[config.mk]
export PLATFORM = sky130hd
export DESIGN_NAME = dram_fifo_ctl
export DESIGN_NICKNAME = d
export VERILOG_FILES = /design/src/rtl/dram_fifo_ctl.sv
export SDC_FILE = /design/constraint.sdc
export NUM_CORES = 1
export LEC_CHECK = 0
export BUFFER_PORTS_ARGS = -buffer_cell sky130_fd_sc_hd__buf_4
export CAP_MARGIN = 15
export CORE_MARGIN = 3
export CORE_UTILIZATION = 30
export DETAILED_ROUTE_END_ITERATION = 10
export GPL_ROUTABILITY_DRIVEN = 0
export SLEW_MARGIN = 30
export SYNTH_ARGS = -nofsm -noshare
export SYNTH_HDL_FRONTEND = slang
export SYNTH_SLANG_ARGS = --single-unit
[constraint.sdc]
create_clock -name clk -period 4.7 [get_ports clk]
set_input_delay 0.94 -clock clk [delete_from_list [all_inputs] [get_ports clk]]
set_output_delay 0.94 -clock clk [all_outputs]
set_load 0.01 [all_outputs]
[src/rtl/dram_fifo_ctl.sv]
// Synchronous FIFO over a distributed-RAM array whose registered read port
// doubles as the output stage; DEPTH need not be a power of two.
module dram_fifo_ctl #(
  parameter int ADDRESSWIDTH = 6,
  parameter int BITWIDTH     = 1,
  parameter int DEPTH        = 34
) (
  input  logic                    clk,
  input  logic                    reset_n,
  input  logic                    wr_valid,
  output logic                    wr_ready,
  input  logic [BITWIDTH-1:0]     wr_data,
  output logic                    rd_valid,
  input  logic                    rd_ready,
  output logic [BITWIDTH-1:0]     rd_data,
  output logic [ADDRESSWIDTH:0]   level,
  output logic                    overflow_err
);

  localparam logic [ADDRESSWIDTH:0]   FULL_CNT = (ADDRESSWIDTH+1)'(DEPTH);
  localparam logic [ADDRESSWIDTH-1:0] LAST_PTR = ADDRESSWIDTH'(DEPTH-1);

  logic [BITWIDTH-1:0]     ram [DEPTH];
  logic [ADDRESSWIDTH-1:0] wr_ptr, rd_ptr;
  logic [ADDRESSWIDTH:0]   ram_cnt;
  logic                    wr_fire, load;

  // Pointers wrap at DEPTH-1 rather than at the binary boundary.
  function automatic logic [ADDRESSWIDTH-1:0] ptr_inc(input logic [ADDRESSWIDTH-1:0] p);
    return (p == LAST_PTR) ? '0 : p + 1'b1;
  endfunction

  assign wr_ready = (ram_cnt != FULL_CNT);
  assign wr_fire  = wr_valid & wr_ready;
  assign load     = (ram_cnt != '0) & (~rd_valid | rd_ready);
  assign level    = ram_cnt + {{ADDRESSWIDTH{1'b0}}, rd_valid};

  // Array carries no reset so it maps onto LUT RAM.
  always_ff @(posedge clk) begin
    if (wr_fire) ram[wr_ptr] <= wr_data;
  end

  always_ff @(posedge clk) begin
    if (!reset_n)  rd_data <= '0;
    else if (load) rd_data <= ram[rd_ptr];
  end

  always_ff @(posedge clk) begin
    if (!reset_n) begin
      wr_ptr       <= '0;
      rd_ptr       <= '0;
      ram_cnt      <= '0;
      rd_valid     <= 1'b0;
      overflow_err <= 1'b0;
    end else begin
      if (wr_fire) wr_ptr <= ptr_inc(wr_ptr);
      if (load) begin
        rd_ptr   <= ptr_inc(rd_ptr);
        rd_valid <= 1'b1;
      end else if (rd_ready) begin
        rd_valid <= 1'b0;
      end
      case ({wr_fire, load})
        2'b10:   ram_cnt <= ram_cnt + 1'b1;
        2'b01:   ram_cnt <= ram_cnt - 1'b1;
        default: ram_cnt <= ram_cnt;
      endcase
      if (wr_valid & ~wr_ready) overflow_err <= 1'b1;
    end
  end

endmodule

==> reports/results.ini, run 1 <==
[global_route]
antenna_found_initial=0
grt_max_degree=35
grtUsageTotal_pct=11.0
overflow=0
grt_pass1_vias=1933
grt_first_pass_wirelength_um=9870

[sta]
fin_skew_ns=0.0105
fin_tns_setup_ns=0
fmax_ghz=0.269
period_needed_ns=3.72
tightest_slew_ns=0.854
fin_crit_sh_pct=79.1
finalWorstSetupSlack_ns=0.982
hold_ws_ns=0.496
maxSlewViolCount=0
rsz0062_at_grt=no
finalSetupViolations=0
hold_viol_final=0
relSlewSlack_pct=43.0

[worst_setup_path]
slowest_delay_ns=0.60
crit_slowest_cell=or4_4
cp_max_fo=15
critPathCaptureType=flip-flop
path_class=flip-flop to flip-flop
worstPathCellList=or4_4, o41ai_4, inv_2, ha_1, xor2_1, ha_1, a21boi_0, o22a_1, a2111o_1, a31oi_1, mux2i_1
crit_path_start_kind=flip-flop
crit_arrival_ns=3.96
crit_required_ns=4.94
critPathMostFrequentCell=ha_1

[worst_hold_path]
hp-class=flip-flop to flip-flop

[outcome]
status=finished, final reports clean

[die]
fp-row-count=35
coreArea_sq_mm=0.00942
fp.dieH_um=105
io_pins=16
die_w_um=105
dieArea_sq_mm=0.0111
start_util_pct=31.4

[clock_tree]
clock_sinks=56
ctsResizeCount=0
postCtsSetupBuffers=0
clk_latency_ns=0.31
path_clk_slew_ns=0.10
cts-root-buf=clkbuf_8
hold_buffers=0
ctsHtreeMaxLevel=2
cts_buffers=5
cts_buffer_depth=2
cts_tree=built

[power]
p_per_area_mw_per_mm2=493
ir_worst_vdd_mv=0.185
leakage_nw=1.11
finalPower_mw=1.61

[layout]
syn_to_final_growth_pct=10.2
drive_gt1_share_pct=15.3
fin_util_pct=34.6
finalInstanceArea_sq_mm=0.00325
antenna_cells=0
nFillCells=941
instances_no_fill=417
final_nets=301

[logic_synthesis]
synth_area_sq_mm=0.00295
yosysUniqueCellTypes=55
netlist_instances=282
ys_seq_area_share_pct=49.5
synth_warnings=0
synth_flop_cell=edfxtp_1
avgSynthCellArea_sq_um=10.5
synth_fp_nets=296
async_reset_ff_share_pct=0
synth_edf_count=34
synth_seq_cells=56

[detailed_routing]
post_drt_wl_per_cell_um=14.3
ant_nets=0
viasPerCell=4.92
dr.pass1.iters=4
initialDrtViolationCount=164
drcViolationCount=0
wl_um=5960
num_vias=2052

[placement]
dp_hpwl_um=4170
io_buffers=15
pre_cts_ws_ns=1.05
dp_cells=409
postPlaceCellArea_sq_mm=0.00316

[job]
drv_cap=0

[cell usage in the layout (no fill, tap or decap), types with 9 or more instances in the layout]
cell type,netlist,routed
ha_1,9,9
edfxtp_1,34,34
dfxtp_1,22,22
a21oi_1,10,10
nand2_1,16,16
buf_4,0,16
mux2i_1,11,11
xor2_1,11,11
nor2_1,56,56
[cell type report]
class	count	area (sq um)	area share [%]
flip-flops and latches	56	1460	44.9
multi-input cells	201	1390	42.8
well taps	129	161	4.96
repair buffers	16	120	3.69
clock buffers	5	68.8	2.11
inverters	7	26.3	0.807
clock inverters	3	22.5	0.692
[synthesized netlist by cell type (all sizes together) (2+ instances only)]
master / instances / area [sq um]
ha: 9 / 113
dfxtp: 22 / 440
nor3: 3 / 15.0
nor2b: 3 / 18.8
o41ai: 2 / 36.3
a31oi: 3 / 18.8
buf: 7 / 38.8
mux4: 6 / 135
a41oi: 2 / 17.5
or4: 2 / 18.8
mux2i: 11 / 110
nor2: 56 / 210
or3b: 3 / 26.3
nand3b: 5 / 37.5
and3: 3 / 18.8
clkbuf: 11 / 41.3
edfxtp: 34 / 1020
a21oi: 10 / 50.1
xnor2: 6 / 52.6
xor2: 11 / 96.3
nand3: 6 / 30.0
or3: 6 / 37.5
nand2b: 4 / 25.0
o21ai: 5 / 25.0
nand2: 16 / 60.1
inv: 7 / 26.3
nand4: 4 / 25.0
or2: 4 / 25.0
[critical path: cells and delay by family (launching register included)]
kind	cells	cell delay, ns
adder cells (fa/ha/maj)	2	0.63
AND/OR/NAND/NOR	1	0.60
buffers and inverters	1	0.18
flip-flops	1	0.43
AO/OA/AOI/OAI	5	1.42
multiplexers	1	0.19
XOR/XNOR	1	0.21
[power by group]
| group | total [mW] | leakage [nW] | internal (mW) | switching [mW] |
|---|---|---|---|---|
| logic | 0.639 | 0.578 | 0.311 | 0.328 |
| clock network | 0.270 | 0.0485 | 0.107 | 0.163 |
| registers | 0.696 | 0.486 | 0.566 | 0.130 |
[logic make-up after synthesis]
| group | count (synthesis) | share of synthesized area, % |
|---|---|---|
| AND/OR/NAND/NOR | 118 | 19.3 |
| adder cells (fa/ha/maj) | 9 | 3.81 |
| XOR/XNOR | 17 | 5.04 |
| flip-flops | 56 | 49.5 |
| buffers and inverters | 25 | 3.60 |
| AO/OA/AOI/OAI | 39 | 10.1 |
| multiplexers | 18 | 8.68 |
[flip-flops by register name (all words and copies together) (netlist names)]
signal	cells
overflow_err	1
ram_cnt	7
rd_data	1
rd_valid	1
wr_ptr	6
ram	34
rd_ptr	6
[per-layer routing]
layer  track usage, %  share of wire [%]  vias to the layer above
li1                 -                  -                     1021
met1             15.3                 49                     1001
met2             17.4                 47                       24
met3             1.78                2.4                        6
met4             3.75                1.5                        0
met5                0                  0                        -
[path summary, 6_finish.rpt]
check / start / to / slack (ns) / cells past startpoint
worst max-delay path: ram_cnt[2] / ram_cnt[6] / 0.98 / 11
worst min register to register: overflow_err / overflow_err / 0.50 / 2
worst min-delay path: overflow_err / overflow_err / 0.50 / 2
worst max register to register: ram_cnt[2] / ram_cnt[6] / 0.98 / 11
Note: power is estimated with default switching activity, not from simulation.
==> run 2, diff against run 1 <==
- clock period: 4.7 -> 3.65 ns (I/O delays scaled with it)
==> reports/results.ini, run 2 (synthesized netlist as in run 1, its figures left out) <==
[outcome]
status=finished, final reports clean

[sta]
fmax_ghz=0.301
rsz0062_at_grt=no
fin_tns_setup_ns=0
tightest_slew_ns=0.683
hold_viol_final=0
period_needed_ns=3.32
finalWorstSetupSlack_ns=0.329
fin_skew_ns=0.00887
finalSetupViolations=0
fin_crit_sh_pct=91.0
maxSlewViolCount=0
relSlewSlack_pct=54.0

[layout]
largest_register=ram
drive_gt1_share_pct=17.6
antenna_cells=0
syn_to_final_growth_pct=12.3
layout.cells.most_common_list=nor2_1, edfxtp_1, buf_4
largest_register_ffs=34
final_nets=309
reg.largest.list=ram x34, ram_cnt x7
mostFrequentLayoutCell=nor2_1

[power]
p_seq_share_pct=38.6
p_sw_share_pct=38.6
p_int_mw=1.31
p_per_area_mw_per_mm2=644
leakage_nw=1.15
p_switching_mw=0.825
combPwrFrac_pct=44.8
p_clk_share_pct=16.6
ir_worst_vdd_mv=0.216

[die]
die_w_um=105
coreArea_sq_mm=0.00942
dieArea_sq_mm=0.0111
io_pins=16
fp.dieH_um=105
fp-row-count=35
start_util_pct=31.4

[global_route]
grt_first_pass_wirelength_um=10600
overflow=0
grt_pass1_vias=2097
grt_max_degree=35
grtUsageTotal_pct=11.7
antenna_found_initial=0

[clock_tree]
cts_tree=built
ctsHtreeMaxLevel=2
postCtsSetupBuffers=0
clock_sinks=56
hold_buffers=0
cts_buffers=5
cts_buffer_depth=2
cts-root-buf=clkbuf_8
clk_latency_ns=0.31
path_clk_slew_ns=0.11
ctsResizeCount=0

[worst_setup_path]
critPathCaptureType=flip-flop
worstPathCellList=or4_4, o41ai_4, inv_2, ha_1, xor2_1, ha_1, a21boi_0, o22a_1, a2111o_1, a31oi_1, mux2i_1
crit_slowest_cell=or4_4
crit_path_start_kind=flip-flop
slowest_delay_ns=0.57
path_class=flip-flop to flip-flop
cp_max_fo=10
worstSetupStartpoint=ram_cnt[0]
crit_required_ns=3.90
r2r_start=ram_cnt[0]
crit_arrival_ns=3.57
critPathMostFrequentCell=ha_1

[detailed_routing]
viasPerCell=4.89
post_drt_wl_per_cell_um=14.5
wl_um=6180
drcViolationCount=0
ant_nets=0
num_vias=2077
dr.pass1.iters=4
initialDrtViolationCount=142

[placement]
io_buffers=15
dp_hpwl_um=4420
pre_cts_ws_ns=0.388

[worst_hold_path]
hold_start=overflow_err
hp-class=flip-flop to flip-flop

[job]
drv_cap=0

run 2: layer usage:
layer  GRT usage [%]  vias to the layer above  routed length, um
li1                -                     1037                  -
met1            16.0                     1008               3040
met2            18.9                       28               2890
met3            2.08                        4                179
met4            3.19                        0                 70
met5               0                        -                  0
run 2: cell type report:
cell class	instances	area [sq um]
Inverter	7	26.3
Clock buffer	5	68.8
Timing Repair Buffer	24	180
Sequential cell	56	1460
Tap cell	129	161
Clock inverter	3	26.3
Fill cell	931	6100
Multi-Input combinational cell	201	1390
run 2: per-stage QoR:
step | util (%) | instance area (sq um) | instances | power (mW) | hold slack [ns]
after floorplan | - | 2950 | 282 | 1.52 | 0.494
after global placement | 34.2 | 3220 | 417 | 1.77 | 0.472
after detailed placement | 34.2 | 3220 | 417 | 1.79 | 0.473
after CTS | 35.2 | 3310 | 425 | 2.14 | 0.498
after global routing | 35.2 | 3320 | 425 | 2.29 | 0.563
final | 35.2 | 3320 | 425 | 2.14 | 0.492
run 2: power groups by stage:
stage          combinational, mW  clock [mW]  sequential, mW
6_report                   0.957       0.356           0.825
5_1_grt                     1.07       0.390           0.838
4_1_cts                    0.955       0.362           0.825
3_5_place_dp               0.950           0           0.840
3_3_place_gp               0.930           0           0.839
2_1_floorplan              0.731           0           0.786
run 2: path summary, 6_finish.rpt:
check / slack (ns) / to / depth (start not counted)
max: 0.33 / ram_cnt[6] / 11
min: 0.49 / overflow_err / 2
max reg2reg: 0.33 / ram_cnt[6] / 11
min reg2reg: 0.49 / overflow_err / 2
run 2: critical path, delay by kind of cell, from the launching register on:
kind | cells | cell delay (ns)
buf+inv | 1 | 0.19
xor+xnor | 1 | 0.15
flops | 1 | 0.32
compound gates | 5 | 1.38
fa+ha+maj | 2 | 0.47
mux | 1 | 0.19
simple gates | 1 | 0.57
